### config.mk
export PLATFORM = sky130hd
export DESIGN_NAME = modexp_seq_ctrl_flat
export DESIGN_NICKNAME = d
export VERILOG_FILES = /design/src/rtl/modexp_seq_ctrl_if.sv /design/src/rtl/modexp_seq_ctrl.sv /design/src/flat_wrapper.sv
export SDC_FILE = /design/constraint.sdc
export NUM_CORES = 1
export LEC_CHECK = 0
export ABC_AREA = 0
export CAP_MARGIN = 5
export CORE_ASPECT_RATIO = 0.5
export CORE_MARGIN = 2
export CORE_UTILIZATION = 35
export CTS_CLUSTER_DIAMETER = 100
export DETAILED_ROUTE_END_ITERATION = 10
export GPL_ROUTABILITY_DRIVEN = 0
export PLACE_DENSITY = 0.75
export SYNTH_ARGS = -nofsm -noshare
export SYNTH_HDL_FRONTEND = slang
export SYNTH_SLANG_ARGS = --single-unit
export TNS_END_PERCENT = 100
### constraint.sdc
create_clock -name clk -period 2.1 [get_ports clk]
set_clock_uncertainty 0.2 [all_clocks]
set_input_delay 0.63 -clock clk [delete_from_list [all_inputs] [get_ports clk]]
set_output_delay 0.63 -clock clk [all_outputs]
set_load 0.01 [all_outputs]
### src/rtl/modexp_seq_ctrl_if.sv
// rtl/modexp_seq_ctrl_if.sv - operand stream, core and result bus of the modexp sequencer
interface modexp_seq_ctrl_if #(
  parameter int N = 8,
  parameter int W = 4
);
  logic [W-1:0]   in_data;
  logic           in_valid;
  logic           in_ready;
  logic           core_rst;
  logic [N-1:0]   core_g;
  logic [2*N-1:0] core_e;
  logic [N-1:0]   core_o;
  logic [N-1:0]   out_data;
  logic           out_valid;
  logic           out_ready;
  logic           busy;

  // slave: the sequencer itself; master: the surrounding environment
  modport slave (
    input  in_data, in_valid, core_o, out_ready,
    output in_ready, core_rst, core_g, core_e, out_data, out_valid, busy
  );

  modport master (
    output in_data, in_valid, core_o, out_ready,
    input  in_ready, core_rst, core_g, core_e, out_data, out_valid, busy
  );
endinterface

### src/rtl/modexp_seq_ctrl.sv
// rtl/modexp_seq_ctrl.sv - loads m/e/n word streams, kicks the modexp core, captures its result
module modexp_seq_ctrl #(
  parameter int N   = 8,
  parameter int W   = 4,
  parameter int CC  = N,
  parameter int LAT = CC
) (
  input  logic            clk,
  input  logic            rst,
  modexp_seq_ctrl_if.slave bus
);

  localparam int WPO = N / W;
  localparam int WCW = (WPO > 1) ? $clog2(WPO) : 1;
  localparam int RCW = (LAT > 1) ? $clog2(LAT) : 1;
  localparam logic [WCW-1:0] WC_LAST = WCW'(WPO - 1);
  localparam logic [RCW-1:0] RC_LAST = RCW'(LAT - 1);

  typedef enum logic [2:0] {
    LOAD_M = 3'd0,
    LOAD_E = 3'd1,
    LOAD_N = 3'd2,
    KICK   = 3'd3,
    RUN    = 3'd4,
    DONE   = 3'd5
  } state_t;

  state_t         state;
  state_t         state_nx;
  logic [WCW-1:0] word_cnt;
  logic [RCW-1:0] run_cnt;
  logic [N-1:0]   m_reg;
  logic [N-1:0]   e_reg;
  logic [N-1:0]   n_reg;
  logic [N-1:0]   out_q;
  logic           out_v;

  logic           rdy;
  logic           crst;
  logic           bsy;
  logic           ld_m;
  logic           ld_e;
  logic           ld_n;
  logic           capture;
  logic           ack;
  logic           last_word;

  assign last_word = (word_cnt == WC_LAST);

  always_ff @(posedge clk or posedge rst) begin
    if (rst) begin
      state <= LOAD_M;
    end else begin
      state <= state_nx;
    end
  end

  // in_ready is high only in the LOAD states, so a valid word there is a transfer
  always_comb begin
    state_nx = state;
    rdy      = 1'b0;
    crst     = 1'b1;
    bsy      = 1'b0;
    ld_m     = 1'b0;
    ld_e     = 1'b0;
    ld_n     = 1'b0;
    capture  = 1'b0;
    ack      = 1'b0;
    case (state)
      LOAD_M: begin
        rdy  = 1'b1;
        ld_m = bus.in_valid;
        if (bus.in_valid && last_word) begin
          state_nx = LOAD_E;
        end
      end
      LOAD_E: begin
        rdy  = 1'b1;
        ld_e = bus.in_valid;
        if (bus.in_valid && last_word) begin
          state_nx = LOAD_N;
        end
      end
      LOAD_N: begin
        rdy  = 1'b1;
        ld_n = bus.in_valid;
        if (bus.in_valid && last_word) begin
          state_nx = KICK;
        end
      end
      KICK: begin
        bsy      = 1'b1;
        state_nx = RUN;
      end
      RUN: begin
        bsy  = 1'b1;
        crst = 1'b0;
        if (run_cnt == RC_LAST) begin
          capture  = 1'b1;
          state_nx = DONE;
        end
      end
      DONE: begin
        if (bus.out_ready) begin
          ack      = 1'b1;
          state_nx = LOAD_M;
        end
      end
      default: begin
        state_nx = LOAD_M;
      end
    endcase
  end

  always_ff @(posedge clk or posedge rst) begin
    if (rst) begin
      word_cnt <= '0;
      run_cnt  <= '0;
      m_reg    <= '0;
      e_reg    <= '0;
      n_reg    <= '0;
      out_q    <= '0;
      out_v    <= 1'b0;
    end else begin
      if (ld_m || ld_e || ld_n) begin
        word_cnt <= last_word ? '0 : word_cnt + 1'b1;
      end

      for (int k = 0; k < WPO; k++) begin
        if (word_cnt == WCW'(k)) begin
          if (ld_m) m_reg[k*W +: W] <= bus.in_data;
          if (ld_e) e_reg[k*W +: W] <= bus.in_data;
          if (ld_n) n_reg[k*W +: W] <= bus.in_data;
        end
      end

      if (state == RUN) begin
        run_cnt <= capture ? '0 : run_cnt + 1'b1;
      end

      // out_q deliberately keeps its value across the handshake
      if (capture) begin
        out_q <= bus.core_o;
        out_v <= 1'b1;
      end else if (ack) begin
        out_v <= 1'b0;
      end
    end
  end

  assign bus.in_ready  = rdy;
  assign bus.core_rst  = crst;
  assign bus.busy      = bsy;
  assign bus.core_g    = m_reg;
  assign bus.core_e    = {n_reg, e_reg};
  assign bus.out_data  = out_q;
  assign bus.out_valid = out_v;

endmodule

### src/flat_wrapper.sv
// flat-port wrapper written by rule: the top's interface ports become plain ports
module modexp_seq_ctrl_flat 
#(
  parameter int N   = 8,
  parameter int W   = 4,
  parameter int CC  = N,
  parameter int LAT = CC
)
  (clk, rst, bus_in_data, bus_in_valid, bus_core_o, bus_out_ready, bus_in_ready, bus_core_rst, bus_core_g, bus_core_e, bus_out_data, bus_out_valid, bus_busy);
  modexp_seq_ctrl_if #(.N(N), .W(W)) bus_i ();
  input  logic clk;
  input  logic rst;
  input wire logic [$bits(bus_i.in_data)-1:0] bus_in_data;
  input wire logic [$bits(bus_i.in_valid)-1:0] bus_in_valid;
  input wire logic [$bits(bus_i.core_o)-1:0] bus_core_o;
  input wire logic [$bits(bus_i.out_ready)-1:0] bus_out_ready;
  output wire logic [$bits(bus_i.in_ready)-1:0] bus_in_ready;
  output wire logic [$bits(bus_i.core_rst)-1:0] bus_core_rst;
  output wire logic [$bits(bus_i.core_g)-1:0] bus_core_g;
  output wire logic [$bits(bus_i.core_e)-1:0] bus_core_e;
  output wire logic [$bits(bus_i.out_data)-1:0] bus_out_data;
  output wire logic [$bits(bus_i.out_valid)-1:0] bus_out_valid;
  output wire logic [$bits(bus_i.busy)-1:0] bus_busy;
  assign bus_i.in_data = bus_in_data;
  assign bus_i.in_valid = bus_in_valid;
  assign bus_i.core_o = bus_core_o;
  assign bus_i.out_ready = bus_out_ready;
  assign bus_in_ready = bus_i.in_ready;
  assign bus_core_rst = bus_i.core_rst;
  assign bus_core_g = bus_i.core_g;
  assign bus_core_e = bus_i.core_e;
  assign bus_out_data = bus_i.out_data;
  assign bus_out_valid = bus_i.out_valid;
  assign bus_busy = bus_i.busy;
  modexp_seq_ctrl #(.N(N), .W(W), .CC(CC), .LAT(LAT)) u_core (.clk(clk), .rst(rst), .bus(bus_i));
endmodule
Yosys cells after proc, flatten, opt, wreduce, memory -nomap -nowiden
Cells that the tools add are included.
Storage, ports and cells
  logic and storage cells: 59
  output and inout port bits: 36
  register bits: 40
  input port bits: 16
Cells by class
  eq/ne operators: 11
  reduce and logical (&&, ||, !) cells: 14
  add/sub/neg operators: 2
  mux-type cells: 20
  bitwise gates (word level): 1
Operators with widths (count)
  two-way mux 3 bit: 6
  one-hot mux 3 bit (6 select lines): 1
  two-way mux 1 bit: 13
  AND reduction 2 bit: 6
  == test 3 bit (second input constant): 3
  inequality test 2 x 1 -> 1 bit (second input constant): 4
  == test 3 x 2 -> 1 bit (second input constant): 2
  AND reduction 5 bit: 1
  adder 3 x 1 -> 3 bit (second input constant): 1
  == test 3 x 1 -> 1 bit (second input constant): 1
  logical NOT 3 bit: 1
  OR reduction 3 bit: 1
  logical OR 1 bit: 2
  inequality test 2 bit (second input constant): 1
  nonzero test 2 bit: 1
  OR reduction 2 bit: 1
  adder 1 bit (second input constant): 1
  logical AND 1 bit: 1
  NOT 1 bit: 1

Logic depth before layout (Yosys ltp)
Gate-level depths: netlist of the first run.
  depth in word-level cells: 4
  mapped depth: 5
  depth with buffers taken out: 5

Least setup slack after synthesis of the first run
No wires, ideal clock.
  path type: reg-to-output
  start point: register u_core.state[1]
  end point: output port bus_busy
  path buffers: 2
  slack: 0.118 ns
  data required time: 1.270 ns
  arrival time: 1.152 ns
  stages on the path, launching flop included: 5
  cell sequence: dfrtp_1 > buf_6 > or3b_1 > buf_6 > o21ai_0
Between the ends
  word-level cells in the longest chain between the ends: 3
  elaborated cells between the ends (all ways): 4
  classes of those cells: 2 x eq/ne; 1 x mux; 1 x reduce/logical
Ends and longest elaborated chain
  from (decl): line modexp_seq_ctrl.sv:28  | state_t state;
  from (signal assigned): line modexp_seq_ctrl.sv:54  | state <= state_nx;
  == test 3 x 2 -> 1 bit or == test 3 bit (tied branches): line modexp_seq_ctrl.sv:69  | case (state)
  OR reduction 2 bit (no source line) *
  two-way mux 1 bit *: line modexp_seq_ctrl.sv:69
  to (decl): line flat_wrapper.sv:23  | output wire logic [$bits(bus_i.busy)-1:0] bus_busy;
Mark *: on every way between the ends. The rest lies on a longest branch, timed or not.

Final worst setup path of the first run
  start point: register u_core.state[0]
  end point: output port bus_core_rst
Between the ends
  word-level cells in the longest chain between the ends: 2
Ends and longest elaborated chain
  == test 3 bit: line modexp_seq_ctrl.sv:69
  two-way mux 1 bit: line modexp_seq_ctrl.sv:69
  to (decl): line flat_wrapper.sv:18  | output wire logic [$bits(bus_i.core_rst)-1:0] bus_core_rst;
No other way between the ends.

==> flow_summary.yaml, run 1 <==
sta:
  period_needed_ns: 2.15
  hold_viol: 0
  tightestPinTransition_ns: 0.351
  holdWs_ns: 0.308
  grt_setup_unrepaired: "true"
  finalSetupViolations: 2
  setup_ws_ns: -0.0454
  fmax_mhz: 466
  drv_slew: 0
  timing.final.crit_share_pct: 102
  maxSlewHeadroom_pct: 76.4
setup_path:
  crit_slowest_cell: "dfrtp_1"
  endpoint_kind: "primary output"
  max_stage_delay_ns: 0.40
  cp.required_ns: 1.27
  path_buf_inv: 2
  critPathTopFamily: "flip-flops"
  cp_common_cell: "buf_6"
  crit_chain: "or3b_4, buf_6, buf_6"
  path_class: "flip-flop to primary output"
  path_max_fanout: 2
  crit_arrival_ns: 1.32
  start_kind: "flip-flop"
run_status:
  violations: "setup timing"
  run_status: "finished, violations left"
route:
  wl_per_cell_um: 14.1
  drc: 0
  drt_wl_total_mm: 3.54
  via_per_inst: 4.61
  drt-initial-drc-count: 55
  firstDrtPassIters: 4
  ant_nets: 0
  vias: 1157
clocking:
  worstSkewPairLatency_ns: 0.29
  clkTransAtPathRegs_ns: 0.08
  ctsLongestPathBuffers: 2
  root_buffer: "clkbuf_8"
  holdBufCountCts: 0
  clkSinkCount: 40
  cts_made_buffers: 5
  cts_htree_levels: 2
  cts_tree: "built"
global_routing:
  grt_usage_pct: 15.0
  grt_pass1_vias: 1246
  antenna_found_initial: 0
  grt_pass1_wl_mm: 6.04
  grt_max_degree: 41
  grt.overflow.total: 0
placed_design:
  hpwl_mm: 2.58
  pre_cts_ws_ns: -0.202
  numPortBuffers: 51
floorplanning:
  die_h_um: 53.1
  ios: 52
  core.rowCount: 17
  initial_utilization_pct: 37.4
  dieArea_um2: 5430
  core_um2: 4510
  die_x_um: 102
final_layout:
  area_growth_pct: 46.5
  drive_gt1_share_pct: 34.6
  final_common_cell: "clkdlybuf4s50_1"
  final_cell_mix: "clkdlybuf4s50_1, dfrtp_1, mux2_2"
  diodes: 0
  nNetsFinal: 202
run:
  drv_cap: 0
hold_path:
  hold_path.class: "flip-flop to flip-flop"
power:
  vdd_ir_drop_max_mv: 0.527
  p_total_w: 0.00328
  power.density_nw_per_um2: 1330
  leakage_nw: 1.10
yosys:
  synthesis.nets: 136
  postSynthCellCount: 118
  synth_cell_types: 27
  yosysSeqAreaShare_pct: 59.3
  ys_seq_elements: 40
  syn_area_um2: 1690
  synth_area_per_cell_um2: 14.3
  yosys_warnings: 0
==> per-stage QoR <==
| step | TNS, ns | utilization [%] | instance area (um2) | instances |
|---|---|---|---|---|
| detailed placement | -3.67 | 51.9 | 2340 | 241 |
| finish | -0.0821 | 54.8 | 2470 | 251 |
| global placement | -3.12 | 51.9 | 2340 | 241 |
| floorplan | 0 | - | 1690 | 118 |
| CTS | -0.145 | 54.8 | 2470 | 251 |
| global route | -0.210 | 54.8 | 2470 | 251 |
==> final timing paths <==
kind	start	endpoint	slack, ns	depth (start not counted)
max reg2reg	u_core.state[0]$_DFFE_PP0P_	u_core.bus.core_g[5]$_DFFE_PP0P_	0.09	6
min in group asynchronous	rst	u_core.bus.out_data[4]$_DFFE_PP0P_	0.50	3
min reg2reg	u_core.n_reg[6]$_DFFE_PP0P_	u_core.n_reg[6]$_DFFE_PP0P_	0.31	1
max	u_core.state[0]$_DFFE_PP0P_	bus_core_rst	-0.05	3
min	u_core.n_reg[6]$_DFFE_PP0P_	u_core.n_reg[6]$_DFFE_PP0P_	0.31	1
max in group asynchronous	rst	u_core.state[2]$_DFFE_PP0P_	1.00	3
==> worst reg2reg max path: cells and delay by family, from the launching register on <==
kind	cells	cell delay (ns)
buffers and inverters	3	0.43
DFF	1	0.40
muxes	1	0.35
and+or+nand+nor	2	0.53
==> repair_timing <==
| item | 4_1_cts | 5_1_grt |
|---|---|---|
| gates resized for setup | 16 | 1 |
| buffers inserted | 2 | 0 |
| pin swaps | 1 | 2 |
| setup endpoints to repair | 3 | 4 |
==> metal layers <==
layer	up-vias	routed length [um]	GRT usage (%)	share of wire, %
li1	542	-	-	-
met1	588	1520	18.3	43
met2	23	1860	26.6	53
met3	4	126	3.70	3.6
met4	0	30	4.67	0.85
met5	-	0	0	0
==> kinds of logic (layout without fill, tap and decap cells) <==
family	count (synthesis)	in the layout	share of synthesized area (%)
DFF	40	40	59.3
muxes	33	33	22.0
and+or+nand+nor	26	26	10.6
AOI/OAI and AO/OA	9	9	3.41
buffers and inverters	7	74	2.67
adders and majority gates	2	2	1.48
xor gates and xnor gates	1	1	0.519
==> where the power goes <==
part	switching, W	internal, W	total [W]
clock	0.000279	0.000358	0.000637
sequential	0.000179	0.00107	0.00125
combinational	0.000531	0.000863	0.00139
==> cells in the mapped netlist <==
| cell type | n | area, um2 |
|---|---|---|
| mux2_2 | 33 | 372 |
| nand3_1 | 1 | 5.00 |
| nand2b_1 | 3 | 18.8 |
| o21ai_0 | 3 | 15.0 |
| xnor2_1 | 1 | 8.76 |
| dfrtp_1 | 40 | 1000 |
| nor3_2 | 2 | 20.0 |
| clkbuf_2 | 1 | 5.00 |
| nor2_1 | 2 | 7.51 |
| nor3_1 | 1 | 5.00 |
| nand2_1 | 9 | 33.8 |
| buf_6 | 2 | 22.5 |
| nor2_8 | 1 | 20.0 |
| ha_1 | 2 | 25.0 |
| nor4_4 | 1 | 21.3 |
| o2bb2ai_1 | 1 | 8.76 |
| and2b_1 | 1 | 7.51 |
| buf_2 | 2 | 10.0 |
| a21oi_1 | 2 | 10.0 |
| or3b_1 | 1 | 8.76 |
| or3_1 | 1 | 6.26 |
| and4bb_2 | 1 | 12.5 |
| o21a_1 | 1 | 7.51 |
| inv_1 | 2 | 7.51 |
| a21o_1 | 1 | 7.51 |
| a221oi_1 | 1 | 8.76 |
| nor2b_1 | 2 | 12.5 |
==> cell type report <==
cell class / instances / area, um2
sequential: 40 / 1000
clock buffer: 5 / 68.8
fill: 396 / 2040
tap: 66 / 82.6
timing repair buffer: 64 / 618
clock inverter: 3 / 46.3
inverter: 2 / 7.51
multi-input combinational: 71 / 648
No activity file was read; power rests on OpenSTA's default activity.
==> run 2: changes to the inputs <==
--- a/config.mk
+++ b/config.mk
@@ -10,10 +10,12 @@
 export CORE_ASPECT_RATIO = 0.5
 export CORE_MARGIN = 2
 export CORE_UTILIZATION = 35
+export CTS_BUF_LIST = sky130_fd_sc_hd__clkbuf_4
 export CTS_CLUSTER_DIAMETER = 100
 export DETAILED_ROUTE_END_ITERATION = 10
 export GPL_ROUTABILITY_DRIVEN = 0
 export PLACE_DENSITY = 0.75
+export REMOVE_ABC_BUFFERS = 1
 export SYNTH_ARGS = -nofsm -noshare
 export SYNTH_HDL_FRONTEND = slang
 export SYNTH_SLANG_ARGS = --single-unit
==> run 2 against run 1 <==
The flow still finishes with violations (setup timing). Hold slack better by 0.0045 ns. Critical path depth unchanged. Clock power is 17% lower. Utilization fell by 0.75 points. Routed wire length fell by 2.0%. Worst setup slack worse by 0.062 ns. Sequential share of layout area up 0.56 points. Count of clock-buffer cells in the layout did not move. Maximum frequency decreased by 2.8%. Non-clock buffer count did not move. Register-to-register slack hardly changed. Cell area decreased by 1.4%. Largest cell class unchanged. Largest power group is now registers. Highest routed layer unchanged.
==> flow_summary.yaml, run 2 (synthesis gave the netlist of run 1 again) <==
floorplanning:
  initial_utilization_pct: 37.4
  die_x_um: 102
  dieArea_um2: 5430
  core_um2: 4510
  ios: 52
  core.rowCount: 17
  die_h_um: 53.1
power:
  p_total_w: 0.00299
  power.density_nw_per_um2: 1220
  vdd_ir_drop_max_mv: 0.465
  leakage_nw: 1.31
setup_path:
  cp_common_cell: "buf_6"
  rr_worst_depth: 6
  path_buf_inv: 2
  worst-r2r-setup-slack_ns: 0.08
  cp.required_ns: 1.27
  path_max_fanout: 2
  crit_chain: "or3b_4, buf_6, buf_6"
  regToRegStartpoint: "u_core.state[0]$_DFFE_PP0P_"
  max_stage_delay_ns: 0.40
  critPathTopFamily: "flip-flops"
  endpoint_kind: "primary output"
  crit_slowest_cell: "dfrtp_1"
  start_kind: "flip-flop"
  r2r_end: "u_core.bus.out_data[6]$_DFFE_PP0P_"
  path_class: "flip-flop to primary output"
  crit_arrival_ns: 1.38
clocking:
  worstSkewPairLatency_ns: 0.34
  clkTransAtPathRegs_ns: 0.13
  cts_made_buffers: 5
  clkSinkCount: 40
  cts_tree: "built"
  ctsLongestPathBuffers: 2
  root_buffer: "clkbuf_4"
  cts_htree_levels: 2
sta:
  fin_setup_tns_ns: -0.201
  setup_ws_ns: -0.107
  timing.final.crit_share_pct: 105
  drv_slew: 0
  maxSlewHeadroom_pct: 79.0
  period_needed_ns: 2.21
  hold_viol: 0
  finalSetupViolations: 2
  grt_setup_unrepaired: "true"
  tightestPinTransition_ns: 0.315
  fmax_mhz: 453
global_routing:
  grt_pass1_vias: 1161
  antenna_found_initial: 0
  grt_usage_pct: 13.9
  grt_max_degree: 41
  grt.overflow.total: 0
  grt_pass1_wl_mm: 5.58
run:
  drv_cap: 0
final_layout:
  nNetsFinal: 202
  final_common_cell: "dfrtp_1"
  area_growth_pct: 44.5
  drive_gt1_share_pct: 34.1
  diodes: 0
  fill_cells: 395
  final_cell_mix: "dfrtp_1, mux2_2, dlygate4sd2_1"
hold_path:
  hp-start: "u_core.bus.out_data[7]$_DFFE_PP0P_"
  worstHoldEndpoint: "u_core.bus.out_data[7]$_DFFE_PP0P_"
  whs_path_depth: 1
  hold_path.class: "flip-flop to flip-flop"
run_status:
  run_status: "finished, violations left"
  violations: "setup timing"
route:
  drt-initial-drc-count: 33
  drt_wl_total_mm: 3.47
  via_per_inst: 4.52
  ant_nets: 0
  firstDrtPassIters: 4
  wl_per_cell_um: 13.8
  drc: 0
  vias: 1134
placed_design:
  pre_cts_ws_ns: -0.218
  numPortBuffers: 51
  hpwl_mm: 2.47
[run 2: layout make-up]
cell class                 instances  area (um2)  share of cell area [%]
inverter                           2        7.51                   0.308
timing repair buffer              64         619                    25.4
sequential                        40        1000                    41.0
clock buffer                       5        37.5                    1.54
tap                               66        82.6                    3.39
multi-input combinational         71         644                    26.4
clock inverter                     3        46.3                    1.90
[run 2: layer usage]
layer,vias to the layer above,part of all wire [%],GRT usage [%]
li1,544,-,-
met1,572,44,16.7
met2,16,52,24.5
met3,2,3.1,4.62
met4,0,0.69,3.33
met5,-,0,0
[run 2: where the power goes]
part	internal (W)	leakage (nW)	switching, W	total (W)
Sequential	0.00107	0.501	0.000168	0.00124
Combinational	0.000695	0.771	0.000527	0.00122
Clock	0.000254	0.0418	0.000272	0.000527
[run 2: how the worst max path moves through the flow]
stage,startpoint,depth (start not counted),end,slack (ns)
floorplan,u_core.state[1]$_DFFE_PP0P_,2,bus_busy,0.02
global placement,bus_in_valid,4,u_core.bus.core_g[5]$_DFFE_PP0P_,-0.17
detailed placement,bus_in_valid,4,u_core.bus.core_g[4]$_DFFE_PP0P_,-0.22
CTS,u_core.state[0]$_DFFE_PP0P_,3,bus_busy,-0.12
global route,u_core.state[0]$_DFFE_PP0P_,3,bus_core_rst,-0.15
finish,u_core.state[0]$_DFFE_PP0P_,3,bus_core_rst,-0.11
[run 2: through the flow]
step / instance area (um2) / hold slack (ns) / utilization (%) / std cells
2_1_floorplan: 1650 / 0.254 / - / 113
3_3_place_gp: 2340 / 0.268 / 51.9 / 241
3_5_place_dp: 2340 / 0.294 / 51.9 / 241
4_1_cts: 2410 / 0.321 / 53.4 / 251
5_1_grt: 2440 / 0.328 / 54.1 / 251
6_report: 2440 / 0.312 / 54.1 / 251
[run 2: repair_timing]
| action | CTS | global route |
|---|---|---|
| setup endpoints to repair | 25 | 14 |
| gates resized for setup | 35 | 14 |
| hold buffers | 0 | 0 |
| pin swaps | 1 | 0 |
| buffers inserted | 2 | 0 |
==> patch 1 (config.mk and constraints of run 2) <==
`W` is set to 4 in 3 places; all go to 8.
--- a/src/rtl/modexp_seq_ctrl_if.sv
+++ b/src/rtl/modexp_seq_ctrl_if.sv
@@ -3,3 +3,3 @@
   parameter int N = 8,
-  parameter int W = 4
+  parameter int W = 8
 );
--- a/src/rtl/modexp_seq_ctrl.sv
+++ b/src/rtl/modexp_seq_ctrl.sv
@@ -3,3 +3,3 @@
   parameter int N   = 8,
-  parameter int W   = 4,
+  parameter int W   = 8,
   parameter int CC  = N,
--- a/src/flat_wrapper.sv
+++ b/src/flat_wrapper.sv
@@ -4,3 +4,3 @@
   parameter int N   = 8,
-  parameter int W   = 4,
+  parameter int W   = 8,
   parameter int CC  = N,
Ports: changed (resized bus_in_data); port bits go from 52 to 56. No check against the original RTL was run, so the function may have changed too.
==> patch 1 against run 2 <==
Wire length down 1.2%. Maximum frequency grew 5.5%. Sequential cell count decreased by 1. Cell area is 2.1% lower. Total power up 6.9%. Area after synthesis fell by 3.9%. Critical endpoint unchanged. Synthesized cell count is 10% lower. Setup slack gained 0.11 ns. Non-clock buffer count increased by 6. Global-route usage is essentially flat.
==> patch 1: results (changes against run 2) <==
[global_routing]
track_usage_pct=13.9  ; +0.021 points
grt_first_pass_wirelength_mm=5.41  ; -3.0%
grt_max_degree=40  ; -2.4%
grt_pass1_vias=1119  ; -3.6%
antenna_found_initial=0  ; unchanged

[synthesis]
yosys-top-cells-area=dfrtp_1 60%, mux2_2 24%, and4bb_2 1.5%, ha_1 1.5%, nor4b_4 1.5%
yosysTopAreaCellShare_pct=60.1  ; +0.84 points
synth_commonest_cells=39 x dfrtp_1, 35 x mux2_2, 3 x buf_2
ys_types=25  ; -7.4%
postSynthAreaPerCell_um2=15.3  ; +7.0%
ys_warn_count=0  ; unchanged
ys.flop_type=dfrtp_1
ys_async_sr_fraction_pct=100  ; unchanged
yosysSeqAreaShare_pct=60.1  ; +0.84 points

[cells_and_area]
drive_gt1_share_pct=37.1  ; +3.0 points
fin_nets=199  ; -1.5%
diodes=0  ; unchanged
fin_cells=235  ; -6.4%

[clocking]
numCtsBuffers=5  ; unchanged
htree_levels=2  ; unchanged
root_buffer=clkbuf_4
clk_latency_ns=0.35
clk_pin_slew_ns=0.12
max-clock-path-buffers=2  ; unchanged

[placement]
preCtsSetupSlack_ns=-0.238  ; -0.0192 ns
port_buffers=55  ; +7.8%
dp_hpwl_mm=2.48  ; +0.34%
place_inst=221  ; -8.3%

[power_and_ir_drop]
p_leak_uw=0.00115  ; -12%
peakVddDrop_uv=457  ; -1.7%

[drt]
firstDrtPassIters=4  ; unchanged
wl_mm=3.43  ; -1.2%
drt_iter0_drc=23  ; -30%
routed_via_density=4.71  ; +4.3%

[run_status]
status=complete, no violations

[min_path]
hp-class=flip-flop to flip-flop

[critical_path]
cp_max_fo=2  ; unchanged
critPathArrivalTime_ns=1.26  ; -0.12 ns

[sta]
max_slew_margin_pct=81.5  ; +2.4 points

## patch 1: area by class of cell
| class | instances | area [µm²] |
|---|---|---|
| clock buffers | 5 | 37.5 |
| clock inverters | 3 | 46.3 |
| fillers | 391 | 2040 |
| inverters | 2 | 7.51 |
| multi-input cells | 59 | 609 |
| flip-flops and latches | 39 | 976 |
| well taps | 57 | 71.3 |
| repair buffers | 70 | 641 |
## patch 1: final timing paths
kind / from / endpoint / slack, ns / depth (start not counted)
hold / removal: u_core.bus.out_data[0] / u_core.bus.out_data[0] / 0.31 / 1
hold reg to reg: u_core.bus.out_data[0] / u_core.bus.out_data[0] / 0.31 / 1
setup / recovery: u_core.state[1] / bus_core_rst / 0.007 / 4
setup reg to reg: u_core.state[2] / u_core.run_cnt[1] / 0.14 / 9
max in group asynchronous: rst / u_core.state[2] / 1.11 / 3
min in group asynchronous: rst / u_core.n_reg[4] / 0.41 / 3
## patch 1: layer usage
| layer | routed length [µm] | track usage [%] |
|---|---|---|
| met5 | 0 | 0 |
| met1 | 1440 | 16.0 |
| met4 | 65 | 6.85 |
| met3 | 123 | 4.17 |
| met2 | 1800 | 24.2 |
## patch 1: logic make-up (layout without fill, tap and decap cells)
kind of cell,after synthesis,count (layout),share of synthesized area (%)
multiplexers,36,36,24.9
flip-flops,39,39,60.1
buffers and inverters,8,80,3.01
AND/OR/NAND/NOR,14,14,7.56
adder cells (fa/ha/maj),2,2,1.54
AO/OA/AOI/OAI,7,7,2.85
## patch 1: stage by stage
step                      utilization [%]  TNS (ns)  area (µm²)
after floorplan                         -     -1.33        1580
after global placement               51.8     -3.70        2290
after detailed placement             51.8     -4.46        2290
after CTS                            53.9   -0.0732        2380
after global routing                 54.0    -0.153        2390
final                                54.0         0        2390
## patch 1: critical path, cell delays in order (launching register included)
cell and delay (ns):
dfrtp_1 0.40, nor3b_2 0.21, inv_1 0.08, buf_6 0.12, buf_6 0.11
## patch 1: power by group
part	switching (µW)	leakage, µW	internal (µW)
clock	270	0.0000418	254
combinational	584	0.000632	818
sequential	174	0.000479	1090
## patch 1: what timing repair did
item,CTS,global route
resized for setup,47,3
setup buffers,6,0
setup endpoints to repair,34,4
pin swaps,1,1
==> patch 2 (config.mk and constraints of run 2) <==
Without the edit above. Encoding of `state_t`: now Gray code (3 bits for 6 states).
--- a/src/rtl/modexp_seq_ctrl.sv
+++ b/src/rtl/modexp_seq_ctrl.sv
@@ -19,8 +19,8 @@
   typedef enum logic [2:0] {
-    LOAD_M = 3'd0,
-    LOAD_E = 3'd1,
-    LOAD_N = 3'd2,
-    KICK   = 3'd3,
-    RUN    = 3'd4,
-    DONE   = 3'd5
+    LOAD_M = 3'b000,
+    LOAD_E = 3'b001,
+    LOAD_N = 3'b011,
+    KICK   = 3'b010,
+    RUN    = 3'b110,
+    DONE   = 3'b111
   } state_t;
Function: same outputs for any inputs over 10 cycles, from zero or initial values and one cycle with rst high; not proved beyond that.
==> patch 2 against run 2 <==
Area after synthesis is 0.59% lower. Largest cell class unchanged. Highest routed layer unchanged. Core utilization decreased by 1.1 points. Clock power decreased by 26%. Setup slack improved by 0.23 ns. Wire length is essentially flat. Sequential cell count stayed put. Cell area decreased by 1.9%. Total power rose by 3.5%. Worst hold slack lost 0.015 ns.
==> patch 2: results (changes against run 2) <==
[global_routing]
met3_usage_pct=4.10  ; -0.53 points
met1_usage_pct=18.4  ; +1.6 points
globalRouteMet2Util_pct=21.4  ; -3.1 points
track_usage_pct=14.0  ; +0.062 points

[clocking]
cts_resized=19  ; -46%

[min_path]
holdPathStages=2  ; +1

[placement]
placed_area_um2=2310  ; -1.3%
place_inst=239  ; -0.83%
dp_hpwl_mm=2.57  ; +4.0%
preCtsSetupSlack_ns=-0.216  ; +0.00261 ns

[cells_and_area]
drive_gt1_share_pct=31.3  ; -2.7 points
fin_nets=199  ; -1.5%

[critical_path]
critPathArrivalTime_ns=1.14  ; -0.24 ns
cp-startpoint=u_core.state[1]
worst_r2r_endpoint=u_core.n_reg[2]
regToRegSetupSlack_ns=0.30  ; +0.22 ns

[drt]
firstDrtPassIters=2  ; -2
wl_met2_mm=1.75  ; -2.6%
wl_met3_um=100  ; -7.4%
vias=1139  ; +0.44%
drt_iter0_drc=41  ; +24%

[synthesis]
synth_commonest_cells=40 x dfrtp_1, 32 x mux2_2, 6 x o21ai_0, 5 x nand2_1
postSynthAreaPerCell_um2=14.2  ; -0.59%
ys_types=26  ; -3.7%
yosys-top-cells-area=dfrtp_1 60%, mux2_2 21%, o21ai_0 1.8%, nor2b_4 1.6%, ha_1 1.5%
synth_mux_area_share_pct=22.7  ; +0.65 points
synth_xor_area_share_pct=0.522  ; +0.0031 points

[run_status]
status=complete, no violations

[sta]
max_slew_margin_pct=77.8  ; -1.2 points

## patch 2: critical path, delay by kind of cell, from the launching register on
family / cells / cell delay [ns]
buf+inv: 1 / 0.14
simple gates: 2 / 0.25
flops: 1 / 0.41
## patch 2: cell type report
type | instances | area [µm²]
Clock buffer | 6 | 45.0
Sequential cell | 40 | 1000
Tap cell | 66 | 82.6
Fill cell | 400 | 2120
Inverter | 4 | 15.0
Multi-Input combinational cell | 70 | 627
Clock inverter | 2 | 11.3
Timing Repair Buffer | 60 | 609
## patch 2: logic make-up (layout without fill, tap and decap cells)
logic type / count (synthesis) / count (layout)
flip-flops: 40 / 40
AO/OA/AOI/OAI: 11 / 11
adder cells (fa/ha/maj): 2 / 2
multiplexers: 34 / 34
XOR/XNOR: 1 / 1
buffers and inverters: 8 / 72
AND/OR/NAND/NOR: 22 / 22
## patch 2: report_power, final
group	internal (µW)	switching, µW	leakage, µW
Clock	140	249	0.0000293
Combinational	788	618	0.000807
Sequential	1100	195	0.000492
